$ cat src/rtl/openmips_pkg.sv
// openmips_pkg: shared pipeline types and stall-vector encodings for the 5-stage core
//   stall_t        6-bit hold vector: [0]pc [1]if_id [2]id_ex [3]ex_mem [4]mem_wb [5]wb
//   STALL_*        hold patterns, each freezing its own stage and everything upstream
//   pctrl_state_e  pipe_ctrl FSM states
package openmips_pkg;
    typedef logic [5:0] stall_t;
    localparam stall_t STALL_NONE = 6'b000000;
    localparam stall_t STALL_IF   = 6'b000011;
    localparam stall_t STALL_ID   = 6'b000111;
    localparam stall_t STALL_EX   = 6'b001111;
    localparam stall_t STALL_MEM  = 6'b011111;
    typedef enum logic {RUN, MC_WAIT} pctrl_state_e;
endpackage

$ cat src/rtl/pipe_ctrl_sat_counter.sv
// sat_counter: W-bit up counter that sticks at all-ones instead of wrapping
//   clk  in   clock, rising edge
//   clr  in   synchronous clear, active-high
//   en   in   count this cycle
//   cnt  out  current count
module sat_counter #(
    parameter int W = 8
) (
    input  logic         clk,
    input  logic         clr,
    input  logic         en,
    output logic [W-1:0] cnt
);
    always_ff @(posedge clk)
        if (clr) cnt <= '0;
        else if (en && !(&cnt)) cnt <= cnt + W'(1);
endmodule

$ cat src/rtl/pipe_ctrl.sv
// pipe_ctrl: pipeline stall/flush scheduler with multi-cycle EX tracking and perf counters
//   clk, rst          clock (rising edge), synchronous active-high reset
//   stallreq_if/id/mem  level stall requests from fetch, decode, memory
//   ex_mc_start       multi-cycle EX op present (pulse), ex_mc_cycles extra cycles it needs
//   excpt_valid       exception committed in MEM, excpt_pc handler address
//   stall             per-stage hold vector, flush / new_pc redirect on exception
//   mc_busy, mc_done  EX op still computing / result valid this cycle
//   perf_stall_cnt    saturating count of cycles with stall[0]=1
//   perf_flush_cnt    saturating count of flushes
module pipe_ctrl
    import openmips_pkg::*;
#(
    parameter int CNT_W   = 6,
    parameter int PERF_W  = 32,
    parameter int FLUSH_W = 16
) (
    input  logic               clk,
    input  logic               rst,
    input  logic               stallreq_if,
    input  logic               stallreq_id,
    input  logic               stallreq_mem,
    input  logic               ex_mc_start,
    input  logic [CNT_W-1:0]   ex_mc_cycles,
    input  logic               excpt_valid,
    input  logic [31:0]        excpt_pc,
    output logic [5:0]         stall,
    output logic               flush,
    output logic [31:0]        new_pc,
    output logic               mc_busy,
    output logic               mc_done,
    output logic [PERF_W-1:0]  perf_stall_cnt,
    output logic [FLUSH_W-1:0] perf_flush_cnt
);
    pctrl_state_e     state;
    logic [CNT_W-1:0] cnt;
    logic             mc_go;
    logic             ex_stall;
    logic             mc_last;

    // A zero-length start is ignored entirely; the countdown keeps running
    // underneath other stalls, only an exception aborts it.
    always_comb begin
        mc_go    = state == RUN && ex_mc_start && ex_mc_cycles != '0;
        ex_stall = mc_go || (state == MC_WAIT && cnt > CNT_W'(1));
        mc_last  = state == MC_WAIT && cnt == CNT_W'(1);
        flush    = !rst && excpt_valid;
        new_pc   = flush ? excpt_pc : 32'h0;
        mc_busy  = !rst && !excpt_valid && ex_stall;
        mc_done  = !rst && !excpt_valid && mc_last;
        stall    = (rst || excpt_valid) ? STALL_NONE :
                   stallreq_mem        ? STALL_MEM  :
                   ex_stall            ? STALL_EX   :
                   stallreq_id         ? STALL_ID   :
                   stallreq_if         ? STALL_IF   : STALL_NONE;
    end

    always_ff @(posedge clk)
        if (rst || excpt_valid) begin
            state <= RUN;
            cnt   <= '0;
        end else if (mc_go) begin
            state <= MC_WAIT;
            cnt   <= ex_mc_cycles;
        end else if (state == MC_WAIT) begin
            state <= mc_last ? RUN : MC_WAIT;
            cnt   <= mc_last ? '0 : cnt - CNT_W'(1);
        end

    sat_counter #(.W(PERF_W)) u_stall_cnt (
        .clk (clk),
        .clr (rst),
        .en  (stall[0]),
        .cnt (perf_stall_cnt)
    );

    sat_counter #(.W(FLUSH_W)) u_flush_cnt (
        .clk (clk),
        .clr (rst),
        .en  (flush),
        .cnt (perf_flush_cnt)
    );
endmodule

$ cat config.mk
export PLATFORM = sky130hd
export DESIGN_NAME = pipe_ctrl
export DESIGN_NICKNAME = d
export VERILOG_FILES = /design/src/rtl/openmips_pkg.sv /design/src/rtl/pipe_ctrl_sat_counter.sv /design/src/rtl/pipe_ctrl.sv
export SDC_FILE = /design/constraint.sdc
export NUM_CORES = 1
export LEC_CHECK = 0
export CAP_MARGIN = 20
export CORE_MARGIN = 8
export CORE_UTILIZATION = 48
export CTS_BUF_LIST = sky130_fd_sc_hd__clkbuf_8
export CTS_CLUSTER_SIZE = 8
export DETAILED_ROUTE_END_ITERATION = 16
export PLACE_DENSITY_LB_ADDON = 0.3
export SYNTH_ARGS = -nofsm -noshare
export SYNTH_HDL_FRONTEND = slang
export SYNTH_SLANG_ARGS = --single-unit
export TNS_END_PERCENT = 50
$ cat constraint.sdc
create_clock -name clk -period 3.7 [get_ports clk]
set_input_delay 0.74 -clock clk [delete_from_list [all_inputs] [get_ports clk]]
set_output_delay 0.74 -clock clk [all_outputs]
set_load 0.005 [all_outputs]
==> results.txt, run 1 <==
The relative contribution of the clock network to total power is 34.0%, and the proportion of total power due to net switching is 24.2%. After clock tree synthesis, the clock-pin slew on the worst setup and hold paths is 0.09 ns. Data on the critical path is required at its endpoint by 2.96 ns. The mean number of vias per cell was 5.79; the starting DRC count in detailed routing was 214. The tools report the final design instance area without fill as 4670 um2. dfxtp_1 is the most common cell in the netlist.

The share of the clock period used by the worst path came out at 98.0%. Start of the worst register-to-register path: u_stall_cnt.cnt[16]. The floorplan core area is 6640 um2. The power density over the cells was 255 nW/um2. The tools report the count of unique library cells instantiated by Yosys as 49. The congestion estimate from routability-driven global placement came to 0.876.

Sorting the synthesized cells by how often they occur yields dfxtp_1 (55), and2_1 (36), nor2_1 (29), a21oi_1 (28), nand2_1 (24). Max-cap violations in this run came to 0. The primary flip-flop cell chosen by synthesis mapping was dfxtp_1. The tools report the half-perimeter wire length after placement as 7.29 mm. Data arrives at the worst endpoint at 2.88 ns. The clock network latency to the later pin of the worst-skew pair is 0.31 ns. In the routed design, unresolved DRC markers number 0. The root buffer cell chosen for the clock tree is clkbuf_8. The run gives 134 as the total I/O pin count.

Setup repair after global routing could not meet its margin everywhere. In this run the most critical hold path is launched from cnt[5]. The switching power of the nets is 288 uW. The netlist area before placement is 3240 um2.

The worst setup path is of the input port to output pin kind. In the final routing, the length of wire on met1 measures 4.00 mm. The remaining global-route overflow is 0. Signal routing reaches up to met4. The number of instances in the synthesized netlist is 394, and the number of setup violations in the final report is 0. Before antenna repair, the detailed router went through 4 iterations. The synthesized design contains 0 enable-type register cells. Count of final max-slew check failures: 0. Measured in cells, the most critical reg-to-reg path has a length of 5. Once layout is complete, the cells apart from fillers number 595. TritonCTS built the clock tree.

Measured against its own limit, the worst slew margin works out to 46.7%. dfxtp_1 takes more of the synthesized area than any other cell. The clock passes through at most 2 buffers. By area the synthesized netlist is led by dfxtp_1 (34%), and2_1 (7.0%), or4_1 (4.6%), a21oi_1 (4.3%), o31ai_1 (3.9%). Dominant cell type by count on the critical path: clkdlybuf4s50_1. The largest stage delay on the critical path was 0.56 ns. The tools report the met2 routed wirelength as 4.64 mm. The worst register-to-register path ends at u_stall_cnt.cnt[27].

The worst setup path is launched from an input port. The slew at the pin with the worst max-slew slack came out at 0.799 ns. Clock skew on the completed layout was measured at 0.0127 ns.

The worst-case IR drop observed on VDD is 139 uV. The post-route netlist has 6.02% of its cells at a drive strength greater than 1. The average instance in the mapped netlist occupies 8.22 um2. Entering global routing, the biggest net connects 56 pins. Counting instances, the worst hold path has a depth of 2. Input and output buffers added on the ports amount to 132. The instance area at placement was 4550 um2.

The worst setup path is captured at an output pin. The total number of clock tree sinks is 55. The number of failing hold endpoints at the final stage is 0, and the layout net count is 563. The portion of total power attributed to combinational logic was 15.0%. The flow ran to the end, and the final reports show no timing, DRC or antenna violations.

For this run, the number of Yosys warnings is 0. The area growth from synthesis to layout is 44.2%. The signal on the critical path passes through clkdlybuf4s50_1 > or4_4 > o31ai_4 > a41o_1 > inv_1 > clkdlybuf4s50_1. The slowest stage of the critical path is the or4_4 cell. The number of setup buffers added after CTS is 0. For the count of antenna diodes in the layout, the log shows 0. The worst hold path terminates at cnt[5].

The area fraction of the dominant cell type after synthesis is 34.0%, and the vertical extent of the die is 98.1 um. Of the synthesized area, sequential elements account for 34.0%. The analysis attributes to cell leakage a power of 1.55 nW. The wire length reported by the detailed router was 9.72 mm; the clock period minus final worst setup slack was 3.62 ns. The die covers 9630 um2. The logs give 30 for the row count and 1.13 ns for the register-to-register setup slack. When the netlist entered floorplanning its net count stood at 443. The floorplan step set the die width to 98.1 um. The maximum achievable frequency is 276 MHz, and the proportion of synthesized flip-flops having asynchronous set or reset is 0%. The worst hold path belongs to the class flip-flop to flip-flop.

Summed over all nets, wire length on met3 after detailed routing comes to 978 um. The H-tree depth is 2. Final hold analysis gives a worst-case slack of 0.480 ns. The routed length per instance was 16.3 um; the initial antenna violation count was 0.

Of the total power, registers draw 50.9%. The first global-routing pass estimated 16.1 mm of wire. TritonCTS buffer count: 5. The number of instances in the placed design is 586, and the via total after detailed routing is 3447. In this run the remaining antenna-violating nets after routing total 0. In the global route stage, overall resource usage came out at 19.8%. Of all nets on the critical path, the largest fanout is 3. At the end of the flow the core is filled with cells to 70.2%. The tools report the via count of the first global-routing pass as 3322.

Once the floorplan was initialized, standard cells occupied 48.7% of the core. Synthesis inferred 55 register bits. The internal portion of the total power is 904 uW.
## kinds of logic after synthesis
logic type / synth area share (%)
XOR/XNOR: 2.98
other: 0.116
adder cells (fa/ha/maj): 1.55
AO/OA/AOI/OAI: 19.1
AND/OR/NAND/NOR: 33.2
multiplexers: 3.05
buffers and inverters: 5.95
flip-flops: 34.0
## placed cells by master (no fill, tap or decap), types with 15 or more instances in the layout
| cell type | Yosys | layout |
|---|---|---|
| clkdlybuf4s50_1 | 0 | 131 |
| dfxtp_1 | 55 | 55 |
| and2_1 | 36 | 36 |
| nor2_1 | 29 | 29 |
| a21oi_1 | 28 | 28 |
| nand2_1 | 24 | 24 |
| or4_1 | 20 | 20 |
| nand3_1 | 17 | 17 |
| o31ai_1 | 17 | 17 |
| o21ai_0 | 16 | 16 |
| nand4_1 | 15 | 15 |
## worst max-delay path, delay by kind of cell
family          cells  cell delay (ns)
buf+inv             3             1.00
simple gates        1             0.56
compound gates      2             0.58
## timing repair
action / CTS / global route
endpoints found under the setup margin: 0 / 1
gates resized for setup: 0 / 1
hold buffers: 0 / 0
## layout make-up
class | count | area (um2)
well taps | 80 | 100
multi-input cells | 303 | 1950
clock inverters | 3 | 43.8
flip-flops and latches | 55 | 1100
inverters | 11 | 41.3
clock buffers | 5 | 68.8
fillers | 543 | 1980
repair buffers | 138 | 1370
## power groups by stage
stage / clock network, mW / registers, mW / logic (mW)
floorplan: 0 / 0.618 / 0.0765
global placement: 0 / 0.620 / 0.177
detailed placement: 0 / 0.621 / 0.179
CTS: 0.414 / 0.607 / 0.180
global route: 0.435 / 0.609 / 0.197
finish: 0.406 / 0.607 / 0.179
## layer usage
metal  up-vias  GRT usage [%]
met5         -              0
met4         0           4.92
met3         6           8.96
met2       130           33.2
met1      1605           22.1
li1       1706              -
## per-stage QoR
step	TNS, ns	worst slack (ns)	power [mW]
floorplan	0	0.684	0.695
global placement	0	0.0373	0.797
detailed placement	0	0.0195	0.799
CTS	0	0.0108	1.20
global route	-0.00163	-0.00163	1.24
finish	0	0.0753	1.19
## flip-flops by register name (all words and copies together) (netlist names)
| register | flops |
|---|---|
| state | 1 |
| u_stall_cnt.cnt | 32 |
| u_flush_cnt.cnt | 16 |
| cnt | 6 |
## worst max path at each step
| stage | startpoint | to | cells after the start |
|---|---|---|---|
| after global placement | ex_mc_cycles[0] | stall[3] | 7 |
| after CTS | ex_mc_cycles[0] | stall[3] | 7 |
| after detailed placement | ex_mc_cycles[0] | stall[3] | 7 |
| after global routing | ex_mc_cycles[0] | stall[0] | 6 |
| final | ex_mc_cycles[1] | stall[0] | 6 |
| after floorplan | ex_mc_cycles[0] | stall[0] | 8 |
No activity file was read; power rests on OpenSTA's default activity.
==> run 2: changes to the inputs <==
--- a/config.mk
+++ b/config.mk
@@ -7,7 +7,7 @@
 export LEC_CHECK = 0
 export CAP_MARGIN = 20
 export CORE_MARGIN = 8
-export CORE_UTILIZATION = 48
+export CORE_UTILIZATION = 45
 export CTS_BUF_LIST = sky130_fd_sc_hd__clkbuf_8
 export CTS_CLUSTER_SIZE = 8
 export DETAILED_ROUTE_END_ITERATION = 16
==> constraint.sdc (replaced) <==
create_clock -name clk -period 3.7 [get_ports clk]
set_input_delay 0.74 -clock clk [delete_from_list [all_inputs] [get_ports clk]]
set_output_delay 0.74 -clock clk [all_outputs]
set_load 0.05 [all_outputs]
==> results.txt, run 2 (synthesized netlist as in run 1, its figures left out) <==
Commonest non-fill, non-tap cell in the layout: clkdlybuf4s50_1. The run gives 1.11 ns as the register-to-register setup slack. The logs give 3312 for the via count of the first global-routing pass and 2 for the maximum buffer depth of the clock tree. The first detailed-routing pass ran for 5 iterations. Grouping stages by cell kind, the critical path spends the most delay in simple AND/OR/NAND/NOR gates.

After floorplanning, the core was sized to cover 7100 um2. The tools report the half-perimeter wire length after placement as 7.62 mm. The signal on the critical path passes through clkdlybuf4s50_1 > or4_4 > o31ai_4 > a31o_2 > inv_1 > or2_2 > buf_4. At the end of routability-driven placement, the weighted congestion stood at 0.901. The critical path crosses 7 cells after its start point. The largest registers in the layout are u_stall_cnt.cnt x32, u_flush_cnt.cnt x16, cnt x6.

The clock period minus final worst setup slack works out to 3.48 ns. The tightest min-delay check is of the flip-flop to flip-flop type. The worst register-to-register path begins at u_stall_cnt.cnt[16]. The DRC violation count after routing is 0.

The logs give 9.86 mm for the wire length reported by the detailed router and 563 for the layout net count. u_stall_cnt.cnt holds more flip-flops than any other register. 134 I/O pins were placed.

The master of the slowest instance on the critical path is or4_4. The run gives 151 uV as the peak ir drop on the vdd network. The critical setup path kind is input port to output pin.

For the first-pass GRT wire length, the log shows 16.0 mm. Across the run, the number of max-cap violations was 0. In this run the static leakage power is 1.72 nW. The largest net degree at the start of global routing is 56, and the overall track demand over capacity in global routing is 19.2%. The critical path contains buffers and inverters numbering 3 combined.

The slew at the pin with the worst max-slew slack was 0.782 ns; the maximum achievable frequency was 287 MHz. The detailed router finished its first iteration with 243 violations. TritonCTS built the clock tree. The final critical path takes up 94.1% of the cycle. Tightest slew margin relative to the limit: 47.8%. The origin of the worst setup path is ex_mc_cycles[0]. For this design, the CTS-stage hold fixing added 0 buffers. The tools report the worst flop-to-flop path endpoint as u_stall_cnt.cnt[29].

After global routing the overflow that remains totals 0. The worst-path maximum fanout was 3. CTS placed an instance of clkbuf_8 at the clock tree root.

The tools report the count of final max-slew check failures as 0. STA classifies the critical path startpoint as an input port. The H-tree depth is 2, and the post-route total power is 1.31 mW.

For the worst setup path, the data required time is 2.96 ns. The clock reaches the later pin of the worst-skew pair after 0.30 ns. Summed over all failing endpoints, the final setup total negative slack is 0 ns.

The setup clock skew after layout came out at 0.00954 ns. The flow ran to the end, and the final reports show no timing, DRC or antenna violations. Buffers placed on the I/O ports in this run total 132. Clock tree synthesis inserted a total of 5 buffers. The number of setup buffers added after CTS is 0. The share of cells above drive strength 1 works out to 13.8%.

The register with the most flip-flops in the layout has 32 of them. For this run, the number of standard cells in the final layout without fillers is 614. From left edge to right edge, the die measures 101 um. STA classifies the critical path endpoint as an output pin. Using the TritonRoute via totals, the vias-per-cell ratio works out to 5.60. The critical path capture point was stall[3]. The number of instances in the placed design is 606, and the power density over the cells is 260 nW/um2. The number of failing hold endpoints at the final stage is 0. For this run, the slowest stage of the critical path takes 0.57 ns. Vertical extent of the die: 101 um. The run gives 0 as the number of setup violations in the final report. The critical path arrival was 2.74 ns. For the starting utilization of the core area, the log shows 45.6%. The initialized floorplan defines 31 standard-cell rows.

For this design, the sink count on the clock tree is 55. Setup repair after global routing left no endpoint under its margin. For this block, the via count after detailed routing is 3440.

Clock-pin slew was measured on the worst setup and hold paths at 0.09 ns. The initial antenna violation count came out at 0. Gates resized during post-CTS repair numbered 0.

Counting the fill cells in the layout gives 530. The count of antenna diodes in the layout is 0, and the worst reg2reg path depth is 5. The library cells used most frequently in the layout, excluding fill and tap cells, are clkdlybuf4s50_1 (92), dfxtp_1 (55), and2_1 (36), buf_12 (36), nor2_1 (29).

The die outline area was 10200 um2. Relative area change from synthesis to final layout: 55.9%. The count of nets left with antenna violations once routing finished came out at 0.

In the final routed layout, each cell accounts on average for 16.1 um. The multi-input combinational cells in the finished layout cover a total of 1950 um2. Registers take 1100 um2.
-- run 2: cell types whose count changed in the layout (fill, tap and decap cells not counted), sizes merged --
cell,change
clkdlybuf4s50,-39
dlymetal6s2s,-1
clkinv,-1
buf,+40
clkbuf,+1
-- run 2: worst min path at each step --
stage,start,endpoint,slack [ns],cells past startpoint
6_report,cnt[5],cnt[5],0.50,2
5_1_grt,u_stall_cnt.cnt[31],u_stall_cnt.cnt[31],0.54,2
4_1_cts,cnt[5],cnt[5],0.49,2
3_5_place_dp,cnt[5],cnt[5],0.48,2
3_3_place_gp,cnt[5],cnt[5],0.47,2
2_1_floorplan,cnt[5],cnt[5],0.45,2
-- run 2: area by class of cell --
| class | count | area share [%] |
|---|---|---|
| Multi-Input combinational cell | 303 | 38.6 |
| Sequential cell | 55 | 21.8 |
| Inverter | 11 | 0.818 |
| Clock buffer | 6 | 1.64 |
| Timing Repair Buffer | 138 | 34.0 |
| Clock inverter | 2 | 0.694 |
| Tap cell | 99 | 2.45 |
-- run 2: worst register-to-register path: cells and delay by family (launching register included) --
kind | cells | cell delay (ns)
AND/OR/NAND/NOR | 3 | 1.02
AO/OA/AOI/OAI | 1 | 0.69
flip-flops | 1 | 0.44
multiplexers | 1 | 0.33
-- run 2: metal layers --
layer	track usage, %	vias up	wire (um)
li1	-	1707	-
met3	10.5	4	1260
met4	5.47	0	79
met5	0	-	0
met2	31.7	133	4710
met1	20.6	1596	3810
-- run 2: through the flow --
stage / cell area (um2) / hold WS, ns / utilization [%] / worst slack (ns)
after floorplan: 3240 / 0.451 / - / 0.544
after global placement: 4930 / 0.470 / 69.4 / 0.277
after detailed placement: 4930 / 0.481 / 69.4 / 0.220
after CTS: 5050 / 0.494 / 71.1 / 0.212
after global routing: 5050 / 0.537 / 71.1 / 0.131
final: 5050 / 0.504 / 71.1 / 0.219
-- run 2: power breakdown --
group          internal [mW]  switching (mW)
clock network          0.219           0.190
registers              0.598         0.00883
logic                  0.136           0.160
total                  0.954           0.358
